==> src/rtl/maq_bcd.sv <==
// Two-digit BCD modulo counter with up/down count, checked load and
// a combinational wrap strobe for cascading sec/min/hour stages.
module maq_bcd #(
    parameter int MODULUS   = 60,
    parameter int MSD_WIDTH = 3
) (
    input  logic                 maqb_clock,
    input  logic                 maqb_reset,
    input  logic                 maqb_enable,
    input  logic                 maqb_up,
    input  logic                 maqb_load,
    input  logic [3:0]           maqb_ld_Lsd,
    input  logic [MSD_WIDTH-1:0] maqb_ld_Msd,
    output logic [3:0]           maqb_Lsd,
    output logic [MSD_WIDTH-1:0] maqb_Msd,
    output logic                 maqb_carry,
    output logic                 maqb_load_err
);

    localparam int TC_MSD = (MODULUS - 1) / 10;
    localparam int TC_LSD = (MODULUS - 1) % 10;
    localparam int VW     = MSD_WIDTH + 7;

    localparam logic [VW-1:0]        TOP   = VW'(MODULUS - 1);
    localparam logic [VW-1:0]        LIMIT = VW'(MODULUS);
    localparam logic [MSD_WIDTH-1:0] TC_M  = MSD_WIDTH'(TC_MSD);
    localparam logic [3:0]           TC_L  = 4'(TC_LSD);
    localparam logic [MSD_WIDTH-1:0] M_ONE = MSD_WIDTH'(1);

    if (MODULUS < 2 || MODULUS > 100) begin : g_bad_modulus
        $error("maq_bcd: MODULUS must be within 2..100");
    end
    if (TC_MSD > (1 << MSD_WIDTH) - 1) begin : g_bad_width
        $error("maq_bcd: MSD_WIDTH too narrow for MODULUS");
    end

    logic [3:0]           lsd_q, lsd_d;
    logic [MSD_WIDTH-1:0] msd_q, msd_d;
    logic                 err_q, err_d;

    logic [VW-1:0] value;
    logic [VW-1:0] ld_value;
    logic          at_top;
    logic          at_zero;
    logic          over;
    logic          ld_ok;
    logic          wrap;

    always_comb begin
        value    = VW'(msd_q) * VW'(10) + VW'(lsd_q);
        ld_value = VW'(maqb_ld_Msd) * VW'(10) + VW'(maqb_ld_Lsd);
        at_top   = (value == TOP);
        at_zero  = (value == '0);
        // Unreachable states are folded into the up-count wrap.
        over     = (lsd_q > 4'd9) || (value > TOP);
        ld_ok    = (maqb_ld_Lsd <= 4'd9) && (ld_value < LIMIT);
        wrap     = maqb_up ? (at_top || over) : at_zero;
    end

    assign maqb_carry = maqb_enable && !maqb_load && wrap;

    always_comb begin
        lsd_d = lsd_q;
        msd_d = msd_q;
        err_d = 1'b0;
        if (maqb_load) begin
            if (ld_ok) begin
                lsd_d = maqb_ld_Lsd;
                msd_d = maqb_ld_Msd;
            end else begin
                err_d = 1'b1;
            end
        end else if (maqb_enable) begin
            if (maqb_up) begin
                if (at_top || over) begin
                    lsd_d = '0;
                    msd_d = '0;
                end else if (lsd_q == 4'd9) begin
                    lsd_d = '0;
                    msd_d = msd_q + M_ONE;
                end else begin
                    lsd_d = lsd_q + 4'd1;
                end
            end else begin
                if (at_zero || over) begin
                    lsd_d = TC_L;
                    msd_d = TC_M;
                end else if (lsd_q == 4'd0) begin
                    lsd_d = 4'd9;
                    msd_d = msd_q - M_ONE;
                end else begin
                    lsd_d = lsd_q - 4'd1;
                end
            end
        end
    end

    always_ff @(posedge maqb_clock or negedge maqb_reset) begin
        if (!maqb_reset) begin
            lsd_q <= '0;
            msd_q <= '0;
            err_q <= 1'b0;
        end else begin
            lsd_q <= lsd_d;
            msd_q <= msd_d;
            err_q <= err_d;
        end
    end

    assign maqb_Lsd      = lsd_q;
    assign maqb_Msd      = msd_q;
    assign maqb_load_err = err_q;

endmodule

==> config.mk <==
export PLATFORM = sky130hd
export DESIGN_NAME = maq_bcd
export DESIGN_NICKNAME = d
export VERILOG_FILES = /design/src/rtl/maq_bcd.sv
export SDC_FILE = /design/constraint.sdc
export NUM_CORES = 1
export LEC_CHECK = 0
export BUFFER_PORTS_ARGS = -buffer_cell sky130_fd_sc_hd__buf_2
export CELL_PAD_IN_SITES_DETAIL_PLACEMENT = 0
export CELL_PAD_IN_SITES_GLOBAL_PLACEMENT = 1
export CORE_AREA = 2 2 59 61
export DETAILED_ROUTE_END_ITERATION = 12
export DIE_AREA = 0 0 61 63
export PLACE_DENSITY = 0.75
export SETUP_SLACK_MARGIN = 0.05
export SLEW_MARGIN = 20
export SYNTH_ARGS = -nofsm -noshare
export SYNTH_HDL_FRONTEND = slang
export SYNTH_SLANG_ARGS = --single-unit
==> constraint.sdc <==
create_clock -name maqb_clock -period 3.63 [get_ports maqb_clock]
set_clock_uncertainty 0.05 [all_clocks]
set_input_delay 0.363 -clock maqb_clock [delete_from_list [all_inputs] [get_ports maqb_clock]]
set_output_delay 0.363 -clock maqb_clock [all_outputs]
set_load 0.005 [all_outputs]
Yosys cells after proc, flatten, opt, wreduce, memory -nomap -nowiden
Cells that the tools add are included.
{"block": "totals", "output_inout_bits": 9, "reg_bits": 8, "wordCells": 51}
{"block": "op_classes", "mux": 19, "n_mul": 2, "n_reduce_logical": 13, "eq_ne": 4, "add_sub_neg": 6, "magnitude_cmp": 4}
{"op": "two-way mux 4 bit", "n": 8}
{"op": "two-way mux 3 bit", "n": 8}
{"op": "adder 7 x 4 -> 8 bit", "n": 2}
{"op": "multiplier 3 x 3 -> 6 bit (second input constant)", "n": 2}
{"op": "logical NOT 10 bit", "n": 1}
{"op": "== test 8 x 6 -> 1 bit (second input constant)", "n": 1}
{"op": "greater-than comparator 8 x 6 -> 1 bit (second input constant)", "n": 1}
{"op": "less-than comparator 8 x 6 -> 1 bit (second input constant)", "n": 1}
{"op": "adder 4 x 1 -> 4 bit (second input constant)", "n": 1}
{"op": "== test 4 bit (second input constant)", "n": 1}
{"op": "greater-than comparator 4 bit (second input constant)", "n": 1}
{"op": "<= comparator 4 bit (second input constant)", "n": 1}
{"op": "logical NOT 4 bit", "n": 1}
{"op": "!= test 4 x 1 -> 1 bit (second input constant)", "n": 1}
{"op": "AND reduction 4 bit", "n": 1}
{"op": "nonzero test 4 bit", "n": 1}
{"op": "subtractor 4 x 1 -> 4 bit (second input constant)", "n": 1}
{"op": "adder 3 x 1 -> 3 bit (second input constant)", "n": 1}
{"op": "logical AND 1 bit", "n": 3}
{"op": "logical OR 1 bit", "n": 3}
{"op": "two-way mux 1 bit", "n": 3}
{"op": "subtractor 3 x 1 -> 3 bit (second input constant)", "n": 1}
{"op": "!= test 2 x 1 -> 1 bit (second input constant)", "n": 1}
{"op": "AND reduction 2 bit", "n": 1}
{"op": "2 further kinds", "n": 2}

Logic depth before layout (Yosys ltp)
Gate-level depths: netlist (run 1).
{"block": "depth", "ltp_word": 9, "ltp_mapped": 10, "mapped_depth_nobuf": 10}

Least setup slack after synthesis (run 1)
OpenSTA, ideal clock, no wires.
{"block": "synth_timing", "path_type": "reg2reg", "start": "register msd_q[2], in the netlist maqb_Msd[2]", "end": "register lsd_q[3], in the netlist maqb_Lsd[3]", "synth_period_minus_slack_ns": 2.643, "path_buffers": 0, "required_time_ns": 3.448, "stages_incl_launch_ff": 10, "setup_time_ns": 0.132, "setup_slack_ns": 0.987, "arrival_time_ns": 2.461, "path_cell_list": "dfrtp_1 > ha_1 > ha_1 > and3_1 > o2111a_1 > o31ai_2 > nand2_1 > or3_1 > a211oi_1 > o31ai_1"}
{"block": "synth_via", "elab_chain_cells": 9, "word_cells_on_any_way": 13, "classes_between": "1 x add/sub; 1 x mul; 1 x order compare; 1 x eq/ne; 5 x mux; 4 x reduce/logical"}
{"item": "start: declaration", "line_no": "38", "text": "logic [MSD_WIDTH-1:0] msd_q, msd_d;"}
{"item": "start signal: assignment", "line_no": "105", "text": "msd_q <= msd_d;"}
{"item": "multiplier 3 x 3 -> 6 bit *", "line_no": "50", "text": "value = VW'(msd_q) * VW'(10) + VW'(lsd_q);"}
{"item": "adder 7 x 4 -> 8 bit *", "line_no": "50"}
{"item": "greater-than comparator 8 x 6 -> 1 bit", "line_no": "55", "text": "over = (lsd_q > 4'd9) || (value > TOP);"}
{"item": "logical OR 1 bit", "line_no": "55"}
{"item": "logical OR 1 bit (on tied branches)", "line_no": "85, 75"}
{"item": "two-way mux 4 bit (on tied branches)", "line_no": "85, 75"}
{"item": "two-way mux 4 bit *", "line_no": "74", "text": "if (maqb_up) begin"}
{"item": "two-way mux 4 bit *", "line_no": "73", "text": "end else if (maqb_enable) begin"}
{"item": "two-way mux 4 bit *", "line_no": "66", "text": "if (maqb_load) begin"}
{"item": "end signal: assignment", "line_no": "104", "text": "lsd_q <= lsd_d;"}
{"item": "end: declaration", "line_no": "37", "text": "logic [3:0] lsd_q, lsd_d;"}
Every way passes the cells marked *; elsewhere a longest branch is shown, timed or not. The select of a mux whose other input is x is not followed.
A chain may end at the register's enable or synchronous reset.

Worst setup path after layout (run 1)
{"block": "layout_timing", "start": "register lsd_q[1], in the netlist maqb_Lsd[1]", "end": "output port maqb_carry"}
{"block": "layout_via", "elab_chain_cells": 6, "word_cells_on_any_way": 9, "classes_between": "1 x add/sub; 2 x order compare; 1 x eq/ne; 1 x mux; 4 x reduce/logical"}
{"item": "adder 7 x 4 -> 8 bit", "line_no": "50"}
{"item": "greater-than comparator 8 x 6 -> 1 bit", "line_no": "55"}
{"item": "logical OR 1 bit", "line_no": "55"}
{"item": "logical OR 1 bit", "line_no": "57", "text": "wrap = maqb_up ? (at_top || over) : at_zero;"}
{"item": "two-way mux 1 bit *", "line_no": "57"}
{"item": "logical AND 1 bit *", "line_no": "60", "text": "assign maqb_carry = maqb_enable && !maqb_load && wrap;"}
{"item": "end: declaration", "line_no": "16", "text": "output logic maqb_carry,"}
Every way passes the cells marked *; elsewhere a longest branch is shown, timed or not.

==> parameters.txt, run 1 <==
Parameter                              Value

STA
  Final-report max-slew violation count ... 0
  Final worst path period share ... 90.93%
  RSZ-0062 raised after global routing ... false
  Slew at the pin closest to its max-slew limit ... 0.5085 ns
  FMAX ... 0.3030 GHz
  Worst hold margin ... 0.4083 ns
  Final hold violation count ... 0
  Final setup slack of the worst path ... 0.3293 ns
  Setup TNS ... 0 ns
  Shortest clock period the worst path allows after layout ... 3.301 ns
  Max-slew headroom at the worst pin ... 66.10%
  Setup-failing EPs final ... 0

Finish
  Area growth from synthesis to layout ... 13.05%
  Net count of the finished layout ... 215
  Post-Layout Inst Area ... 1485 um2
  Antenna Diode Count ... 0
  Commonest cells after routing, fill and taps aside ... 20 x buf_2, 19 x nor2_1, 17 x nand2_1, 14 x ha_1, 10 x inv_1
  Post-route non-filler standard cell count ... 231
  Share of cells above drive strength 1 ... 20.00%
  Most common cell after layout, fill and taps aside ... buf_2
  Share of the core filled with cells ... 45.95%

Detailed routing
  Number of nets with antenna violations after routing ... 0
  Via-to-Cell Ratio ... 5.922
  DRC violation count after routing ... 0
  Final wirelength ... 3487 um
  Number of violations reported at the end of detailed-routing iteration 0 ... 62
  Total via count in the routed design ... 1368
  First-pass detailed-route iteration total ... 7
  Avg WL per Cell ... 15.10 um

Floorplanning
  Boundary pin count ... 21
  Width of the chip ... 61 um
  Core footprint ... 3232 um2
  Die outline height ... 63 um
  Full die area ... 3843 um2
  Row count ... 21
  Initial Utilization ... 40.65%

Logic synthesis
  Synth warnings ... 0
  Post-Syn Instances ... 164
  Flop and latch count out of synthesis ... 8
  Post-synthesis instance area ... 1314 um2
  Fraction of synthesized cell area taken by the top area cell type ... 15.24%
  Syn Area/Cell ... 8.011 um2
  Most common flop cell mapped by yosys ... dfrtp_1
  FFs w/ async S/R, synth ... 100.0%
  Top cells by area, synth ... dfrtp_1 15%, ha_1 13%, nor2_1 5.4%
  Sequential area share after synthesis ... 15.24%
  Post-synthesis cell type count ... 53
  Post-synth top area cell ... dfrtp_1
  Number of synthesized flops with an enable pin ... 0
  Net count of the mapped netlist ... 192

Global route
  Wire length of the first global-routing pass ... 6161 um
  Total routing resource utilization after global routing ... 20.83%
  Antenna violations before repair ... 0
  Pin count of the biggest net entering global routing ... 17
  GRT overflow ... 0
  Vias in the first global route ... 1324

Outcome
  Outcome ... completed

Hold path
  Hold path depth ... 3
  Classification of the worst-slack hold path ... in -> reg

Clock tree
  Skew-Pair Late Insertion Delay ... 0.26 ns
  CTS sink cnt ... 8
  Count of H-tree levels built during CTS ... 1
  Clock buffer depth ... 2
  CTS tree ... done
  Clock slew at the register clock pins of the worst setup and hold paths ... 0.06 ns
  CTS Root Buffer Type ... clkbuf_4
  Number of buffers inserted for hold repair after clock tree synthesis ... 1
  Post-cts resize count ... 0
  Number of clock buffers inserted by TritonCTS ... 3
  Number of buffers added for setup after CTS ... 0

Flow run
  Number of violations of the max-capacitance limit ... 0

Setup path
  Cell-by-cell trace of the critical path ... ha_1 > fa_1 > a21oi_1 > nand2_1 > mux2i_2 > nand3_1 > nor2_1 > nor3_1 > buf_2
  Startpoint kind of the worst setup timing path ... flop
  CP max FO ... 13
  Start-to-end type of the worst setup path ... reg -> out
  Worst-path cell with the longest stage delay ... dfrtp_1
  Data required time at the worst endpoint ... 3.22 ns
  Delay contributed by the slowest stage of the critical path ... 0.53 ns
  Crit. End Element ... output pin
  Worst reg2reg path depth ... 9
  Arr. time, crit path ... 2.89 ns

Place
  HPWL Detailed ... 2889 um
  Total placed cells including tap cells ... 227
  Total placed instance area ... 1453 um2
  Worst slack at placement ... 0.6327 ns
  Routability congestion estimate from global placement ... 0.8227
  Number of input and output port buffers inserted ... 20

Pwr
  Maximum vdd drop ... 0.0002795 V
  Power Dens Cells ... 930.8 nW/um2
  Post-layout total power ... 1.382 mW
  Cell leakage power ... 0.6597 nW
[per-layer routing]
metal	up-vias	share of wire [%]	GRT usage, %
met2	35	52	35.62
met4	0	2.0	7.880
met5	-	0	0
li1	675	-	-
met3	6	2.8	1.242
met1	652	43	26.58
[sequential cells by signal (all words and copies together) (netlist names)]
register       cells
maqb_Lsd           4
maqb_Msd           3
maqb_load_err      1
[power by group]
part           switching, mW  internal, mW  total [mW]  leakage [nW]
sequential             0.108         0.128       0.236        0.0963
combinational          0.641         0.435        1.08         0.550
clock                 0.0320        0.0380      0.0699        0.0138
total                  0.781         0.601        1.38         0.660
[final timing paths]
path | from | to | slack [ns]
max | maqb_Lsd[1]$_DFFE_PN0P_ | maqb_carry | 0.33
min | maqb_ld_Lsd[3] | maqb_Lsd[3]$_DFFE_PN0P_ | 0.41
max reg2reg | maqb_Lsd[1]$_DFFE_PN0P_ | maqb_Lsd[3]$_DFFE_PN0P_ | 0.63
min reg2reg | maqb_Msd[2]$_DFFE_PN0P_ | maqb_Msd[2]$_DFFE_PN0P_ | 0.59
max in group asynchronous | maqb_reset | maqb_Lsd[1]$_DFFE_PN0P_ | 2.92
min in group asynchronous | maqb_reset | maqb_load_err$_DFF_PN0_ | 0.43
[kinds of logic after synthesis]
logic type | synth area share [%]
AO/OA/AOI/OAI | 29.52
XOR/XNOR | 2.000
adder cells (fa/ha/maj) | 17.24
buffers and inverters | 4.286
flip-flops | 15.24
multiplexers | 4.952
AND/OR/NAND/NOR | 26.76
[critical path: cells and delay by family (launching register included)]
family                     cells  cell delay, ns
AOI/OAI and AO/OA              1            0.25
adders and majority gates      2            0.80
buffers and inverters          1            0.12
DFF                            1            0.53
muxes                          1            0.28
and+or+nand+nor                4            0.65
[cells in the mapped netlist (2+ instances only)]
library cell	number
and3_1	2
dfrtp_1	8
a31oi_1	2
ha_1	14
a21oi_1	8
o21ai_1	3
fa_1	2
o31ai_1	2
clkbuf_1	2
mux2i_1	4
nor4_1	3
a21oi_2	2
or3_1	2
nor3_2	2
nand4_1	4
nor2_1	19
o21ai_0	5
a21o_1	3
a211oi_1	8
xor2_1	2
nor3_1	7
nand2_1	17
nand3_1	3
inv_1	10
a31o_1	2
[layout make-up]
cell class                      instances  area (um2)
Inverter                               10       37.54
Timing Repair Buffer                   21       110.1
Clock buffer                            3       22.52
Fill cell                             336        1747
Sequential cell                         8       200.2
Multi-Input combinational cell        143        1057
Tap cell                               46       57.56
(Power assumes the default switching activity.)
==> inputs of run 2 (changes only) <==
- CORE_AREA: 2 2 59 61 -> 2 2 58 60
- DIE_AREA: 0 0 61 63 -> 0 0 60 62
- PLACE_DENSITY: 0.75 -> 0.77
- clock period: 3.63 -> 3.95 ns (I/O delays scaled with it)
==> run 2 against run 1 <==
Against the previous run:
- sequential share of layout area unchanged
- largest cell class unchanged
- count of clock-buffer cells in the layout stayed put
- routed wire length shrank 1.4%
- worst setup slack better by 0.22 ns
- worst hold slack better by 0.013 ns
- cell count did not move
- critical path type unchanged
- cell area unchanged
==> parameters.txt, run 2 (synthesis gave the netlist of run 1 again) <==
Parameter                              Value

Floorplanning
  Width of the chip ... 60 um
  Core footprint ... 3179 um2
  Boundary pin count ... 21
  Row count ... 21
  Initial Utilization ... 41.32%
  Full die area ... 3720 um2
  Die outline height ... 62 um

STA
  RSZ-0062 raised after global routing ... false
  Max-slew headroom at the worst pin ... 65.02%
  FMAX ... 0.2943 GHz
  Final-report max-slew violation count ... 0
  Slew at the pin closest to its max-slew limit ... 0.5247 ns
  Shortest clock period the worst path allows after layout ... 3.398 ns
  Final worst path period share ... 86.02%
  Setup TNS ... 0 ns
  Final hold violation count ... 0
  Setup-failing EPs final ... 0
  Final setup slack of the worst path ... 0.5523 ns

Detailed routing
  Length of routed met2 wiring ... 1748 um
  Total length of routed met3 wires ... 141 um
  Highest layer used for signal routing ... met4
  Avg WL per Cell ... 14.88 um
  DRC violation count after routing ... 0
  Number of nets with antenna violations after routing ... 0
  Via-to-Cell Ratio ... 5.879
  Number of violations reported at the end of detailed-routing iteration 0 ... 81
  Routed met1 length ... 1509 um
  First-pass detailed-route iteration total ... 4
  Final wirelength ... 3437 um
  Total via count in the routed design ... 1358

Global route
  Wire length of the first global-routing pass ... 5789 um
  Pin count of the biggest net entering global routing ... 17
  GRT overflow ... 0
  Total routing resource utilization after global routing ... 20.56%
  Antenna violations before repair ... 0
  Vias in the first global route ... 1261

Setup path
  CP Depth ... 9
  Cell-by-cell trace of the critical path ... ha_1 > fa_1 > a21oi_1 > nand2_1 > mux2i_2 > nand3_1 > nor2_1 > nor3_1 > buf_2
  Critical path destination ... maqb_carry
  Worst-path cell with the longest stage delay ... dfrtp_1
  CP max FO ... 13
  Start-to-end type of the worst setup path ... reg -> out
  Worst flop-to-flop path startpoint ... maqb_Lsd[1]$_DFFE_PN0P_
  Worst reg2reg path depth ... 9
  Delay contributed by the slowest stage of the critical path ... 0.52 ns
  Startpoint kind of the worst setup timing path ... flop
  Arr. time, crit path ... 2.95 ns
  Data required time at the worst endpoint ... 3.50 ns
  Endpoint of the worst-slack reg-to-reg timing path ... maqb_Lsd[3]$_DFFE_PN0P_
  Crit path from ... maqb_Lsd[1]$_DFFE_PN0P_
  Crit. End Element ... output pin
  Crit path buffers/inverters ... 1
  Crit path max-delay family ... adder cells
  Register-to-register setup slack ... 0.92 ns

Place
  Number of input and output port buffers inserted ... 20
  Worst slack at placement ... 0.8684 ns
  Total placed instance area ... 1453 um2
  HPWL Detailed ... 2811 um
  Routability congestion estimate from global placement ... 0.9892

Hold path
  Classification of the worst-slack hold path ... in -> reg

Finish
  Largest register FFs ... 4
  Net count of the finished layout ... 215
  Filler cell count in the final layout ... 322
  Share of cells above drive strength 1 ... 20.00%
  Most common cell after layout, fill and taps aside ... buf_2
  Post-Layout Inst Area ... 1485 um2
  Commonest cells after routing, fill and taps aside ... 20 x buf_2, 19 x nor2_1, 17 x nand2_1, 14 x ha_1, 10 x inv_1
  Area growth from synthesis to layout ... 13.05%
  Antenna Diode Count ... 0

Clock tree
  CTS Root Buffer Type ... clkbuf_4
  Count of H-tree levels built during CTS ... 1
  Clock buffer depth ... 2
  Number of buffers inserted for hold repair after clock tree synthesis ... 1
  Post-cts resize count ... 0
  Number of clock buffers inserted by TritonCTS ... 3
  CTS tree ... done
  Skew-Pair Late Insertion Delay ... 0.26 ns
  Clock slew at the register clock pins of the worst setup and hold paths ... 0.06 ns
  Number of buffers added for setup after CTS ... 0
  CTS sink cnt ... 8

Outcome
  Outcome ... completed

Pwr
  Maximum vdd drop ... 0.0002432 V
  Cell leakage power ... 0.6597 nW
  Power Dens Cells ... 857.6 nW/um2

Flow run
  Number of violations of the max-capacitance limit ... 0
==> run 2: cell counts in the layout (fill, tap and decap cells not counted) <==
No cell type changed its count.
==> run 2: power by group <==
part           switching, mW  internal [mW]  total, mW
clock network         0.0320         0.0350     0.0670
logic                  0.589          0.402      0.991
registers             0.0984          0.118      0.216
total                  0.719          0.555       1.27
==> run 2: layer usage <==
layer	up-vias	GRT usage, %
met3	4	3.106
met4	0	5.714
met5	-	0
met1	643	25.56
li1	668	-
met2	43	36.96
==> run 2: worst min path at each step <==
stage                   startpoint                      end  slack (ns)  cells past startpoint
global route        maqb_ld_Lsd[3]  maqb_Lsd[3]$_DFFE_PN0P_        0.42                      3
finish              maqb_ld_Lsd[3]  maqb_Lsd[3]$_DFFE_PN0P_        0.42                      3
global placement        maqb_reset  maqb_load_err$_DFF_PN0_        0.21                      1
detailed placement      maqb_reset  maqb_load_err$_DFF_PN0_        0.21                      1
floorplan               maqb_reset  maqb_Lsd[0]$_DFFE_PN0P_        0.05                      0
CTS                 maqb_ld_Lsd[3]  maqb_Lsd[3]$_DFFE_PN0P_        0.42                      3
==> run 2: tightest hold or removal path, cell delays in order <==
cell	delay, ns
buf_2	0.12
nor2_1	0.10
o31ai_1	0.07
==> run 2: area by class of cell <==
cell class / count / area (um2) / area share (%)
clock buffers: 3 / 22.52 / 1.516
well taps: 46 / 57.56 / 3.875
repair buffers: 21 / 110.1 / 7.414
inverters: 10 / 37.54 / 2.527
flip-flops and latches: 8 / 200.2 / 13.48
multi-input cells: 143 / 1057 / 71.19
==> run 2: through the flow <==
stage               cells  util (%)  hold WS, ns  power, mW
floorplan             164         -      0.04941     0.9515
global placement      227     45.69       0.2060      1.185
detailed placement    227     45.69       0.2081      1.193
CTS                   231     46.71       0.4184      1.266
global route          231     46.71       0.4242      1.411
finish                231     46.71       0.4214      1.274
==> inputs of run 3 (changes only) <==
- CORE_AREA: 2 2 58 60 -> 2 2 60 57
- DIE_AREA: 0 0 60 62 -> 0 0 62 59
- PLACE_DENSITY: 0.77 -> 0.79
==> run 3 against run 2 <==
Against the previous run:
- register-to-register slack improved by 0.08 ns
- utilization rose by 3.1 points
- critical endpoint unchanged
- fmax increased by 3.2%
- largest power group unchanged
- count of clock-buffer cells in the layout stayed put
- combinational power fell by 2%
- first-iteration DRC count up 33%
- worst hold slack better by 0.0068 ns
- die area is 1.7% lower
- cell area decreased by 0.34%
- highest routed layer unchanged
- clock power down 0.7%
- via count down 0.15%
==> parameters.txt, run 3 (synthesis gave the netlist of run 1 again) <==
Parameter                              Value

Outcome
  Outcome ... completed

Setup path
  Start-to-end type of the worst setup path ... reg -> out
  Crit. End Element ... output pin
  CP max FO ... 13
  Data required time at the worst endpoint ... 3.50 ns
  Crit path max-delay family ... adder cells
  Arr. time, crit path ... 2.85 ns
  Worst-path cell with the longest stage delay ... dfrtp_1
  Crit path buffers/inverters ... 1
  Startpoint kind of the worst setup timing path ... flop
  Delay contributed by the slowest stage of the critical path ... 0.52 ns
  Cell-by-cell trace of the critical path ... ha_1 > fa_1 > a21oi_1 > nand2_1 > mux2i_2 > nand3_1 > nor2_1 > nor3_1 > buf_2

Global route
  Met3 global-route usage ... 4.148%
  Vias in the first global route ... 1286
  Antenna violations before repair ... 0
  Met1 Usage GRT ... 32.80%
  Global routing met2 resource utilization ... 30.51%
  GRT busiest layer ... met1
  Wire length of the first global-routing pass ... 5885 um
  Pin count of the biggest net entering global routing ... 17
  GRT overflow ... 0
  Total routing resource utilization after global routing ... 21.14%

Finish
  Post-route non-filler standard cell count ... 227
  Share of the core filled with cells ... 49.81%
  Most common cell after layout, fill and taps aside ... buf_2
  Share of cells above drive strength 1 ... 20.00%
  Net count of the finished layout ... 215
  Area growth from synthesis to layout ... 12.67%
  Commonest cells after routing, fill and taps aside ... 20 x buf_2, 19 x nor2_1, 17 x nand2_1, 14 x ha_1, 10 x inv_1
  Largest register FFs ... 4
  Antenna Diode Count ... 0

Floorplanning
  Die outline height ... 59 um
  Full die area ... 3658 um2
  Row count ... 19
  Width of the chip ... 62 um
  Initial Utilization ... 44.21%
  Boundary pin count ... 21
  Core footprint ... 2972 um2

Detailed routing
  Number of nets with antenna violations after routing ... 0
  Total via count in the routed design ... 1356
  DRC violation count after routing ... 0
  Avg WL per Cell ... 15.05 um
  Final wirelength ... 3417 um
  Via-to-Cell Ratio ... 5.974
  First-pass detailed-route iteration total ... 4
  Number of violations reported at the end of detailed-routing iteration 0 ... 108

Clock tree
  CTS tree ... done
  Count of H-tree levels built during CTS ... 1
  Clock slew at the register clock pins of the worst setup and hold paths ... 0.06 ns
  Number of buffers added for setup after CTS ... 0
  Clock buffer depth ... 2
  CTS sink cnt ... 8
  CTS Root Buffer Type ... clkbuf_4
  Number of buffers inserted for hold repair after clock tree synthesis ... 1
  Post-cts resize count ... 0
  Skew-Pair Late Insertion Delay ... 0.26 ns
  Number of clock buffers inserted by TritonCTS ... 3

Pwr
  Power Dens Cells ... 850.7 nW/um2
  Net switching fraction of the power ... 56.24%
  Internal ... 0.5511 mW
  Switching power ... 0.7081 mW
  Sequential fraction of design power ... 17.3%
  Combinational cell fraction of total power ... 77.4%
  Maximum vdd drop ... 0.0003159 V
  Clock group share of total power ... 5.3%
  Post-layout total power ... 1.259 mW
  Cell leakage power ... 0.6597 nW

STA
  RSZ-0062 raised after global routing ... false
  Setup TNS ... 0 ns
  Setup-failing EPs final ... 0
  FMAX ... 0.3038 GHz
  Final-report max-slew violation count ... 0
  Slew at the pin closest to its max-slew limit ... 0.5054 ns
  Final setup slack of the worst path ... 0.6584 ns
  Max-slew headroom at the worst pin ... 66.31%
  Final hold violation count ... 0
  Final worst path period share ... 83.33%
  Shortest clock period the worst path allows after layout ... 3.292 ns

Hold path
  Classification of the worst-slack hold path ... in -> reg

Flow run
  Number of violations of the max-capacitance limit ... 0

Place
  HPWL Detailed ... 2765 um
  Total placed cells including tap cells ... 223
  Number of input and output port buffers inserted ... 20
  Worst slack at placement ... 0.9651 ns
  Routability congestion estimate from global placement ... 0.9206
==> run 3: cell counts in the layout (fill, tap and decap cells not counted) <==
No cell type changed its count.
==> run 3: metal layers <==
layer  up-vias  routed length, um
li1        672                  -
met1       640               1770
met2        40               1453
met3         4                173
met4         0                 20
met5         -                  0
==> run 3: per-stage QoR <==
step | hold slack [ns] | area (um2)
finish | 0.4282 | 1480
CTS | 0.4232 | 1480
global route | 0.4410 | 1480
floorplan | 0.04941 | 1314
global placement | 0.2156 | 1448
detailed placement | 0.2050 | 1448
==> run 3: layout make-up <==
class	instances	area (um2)
Timing Repair Buffer	21	110.1
Tap cell	42	52.55
Sequential cell	8	200.2
Inverter	10	37.54
Multi-Input combinational cell	143	1057
Clock buffer	3	22.52
Fill cell	292	1491
==> run 3: tightest hold or removal path: stages <==
cell and delay, ns:
buf_2 0.13, nor2_1 0.10, o31ai_1 0.07
==> run 3: path summary, 6_finish.rpt <==
check                                           to  cells past startpoint                     from  slack, ns
max                                     maqb_carry                      9  maqb_Lsd[1]$_DFFE_PN0P_       0.66
min                        maqb_Lsd[3]$_DFFE_PN0P_                      3           maqb_ld_Lsd[3]       0.43
max reg2reg                maqb_Msd[0]$_DFFE_PN0P_                      9  maqb_Lsd[1]$_DFFE_PN0P_       1.00
min reg2reg                maqb_Msd[2]$_DFFE_PN0P_                      2  maqb_Msd[2]$_DFFE_PN0P_       0.60
max in group asynchronous  maqb_load_err$_DFF_PN0_                      2               maqb_reset       3.20
min in group asynchronous  maqb_Lsd[0]$_DFFE_PN0P_                      2               maqb_reset       0.47
==> run 3: power groups by stage <==
| stage | Sequential, mW | Combinational, mW | Clock [mW] |
|---|---|---|---|
| after global routing | 0.231 | 1.10 | 0.0726 |
| after detailed placement | 0.220 | 0.956 | 0 |
| final | 0.218 | 0.974 | 0.0665 |
| after floorplan | 0.180 | 0.772 | 0 |
| after CTS | 0.218 | 0.960 | 0.0669 |
| after global placement | 0.217 | 0.954 | 0 |
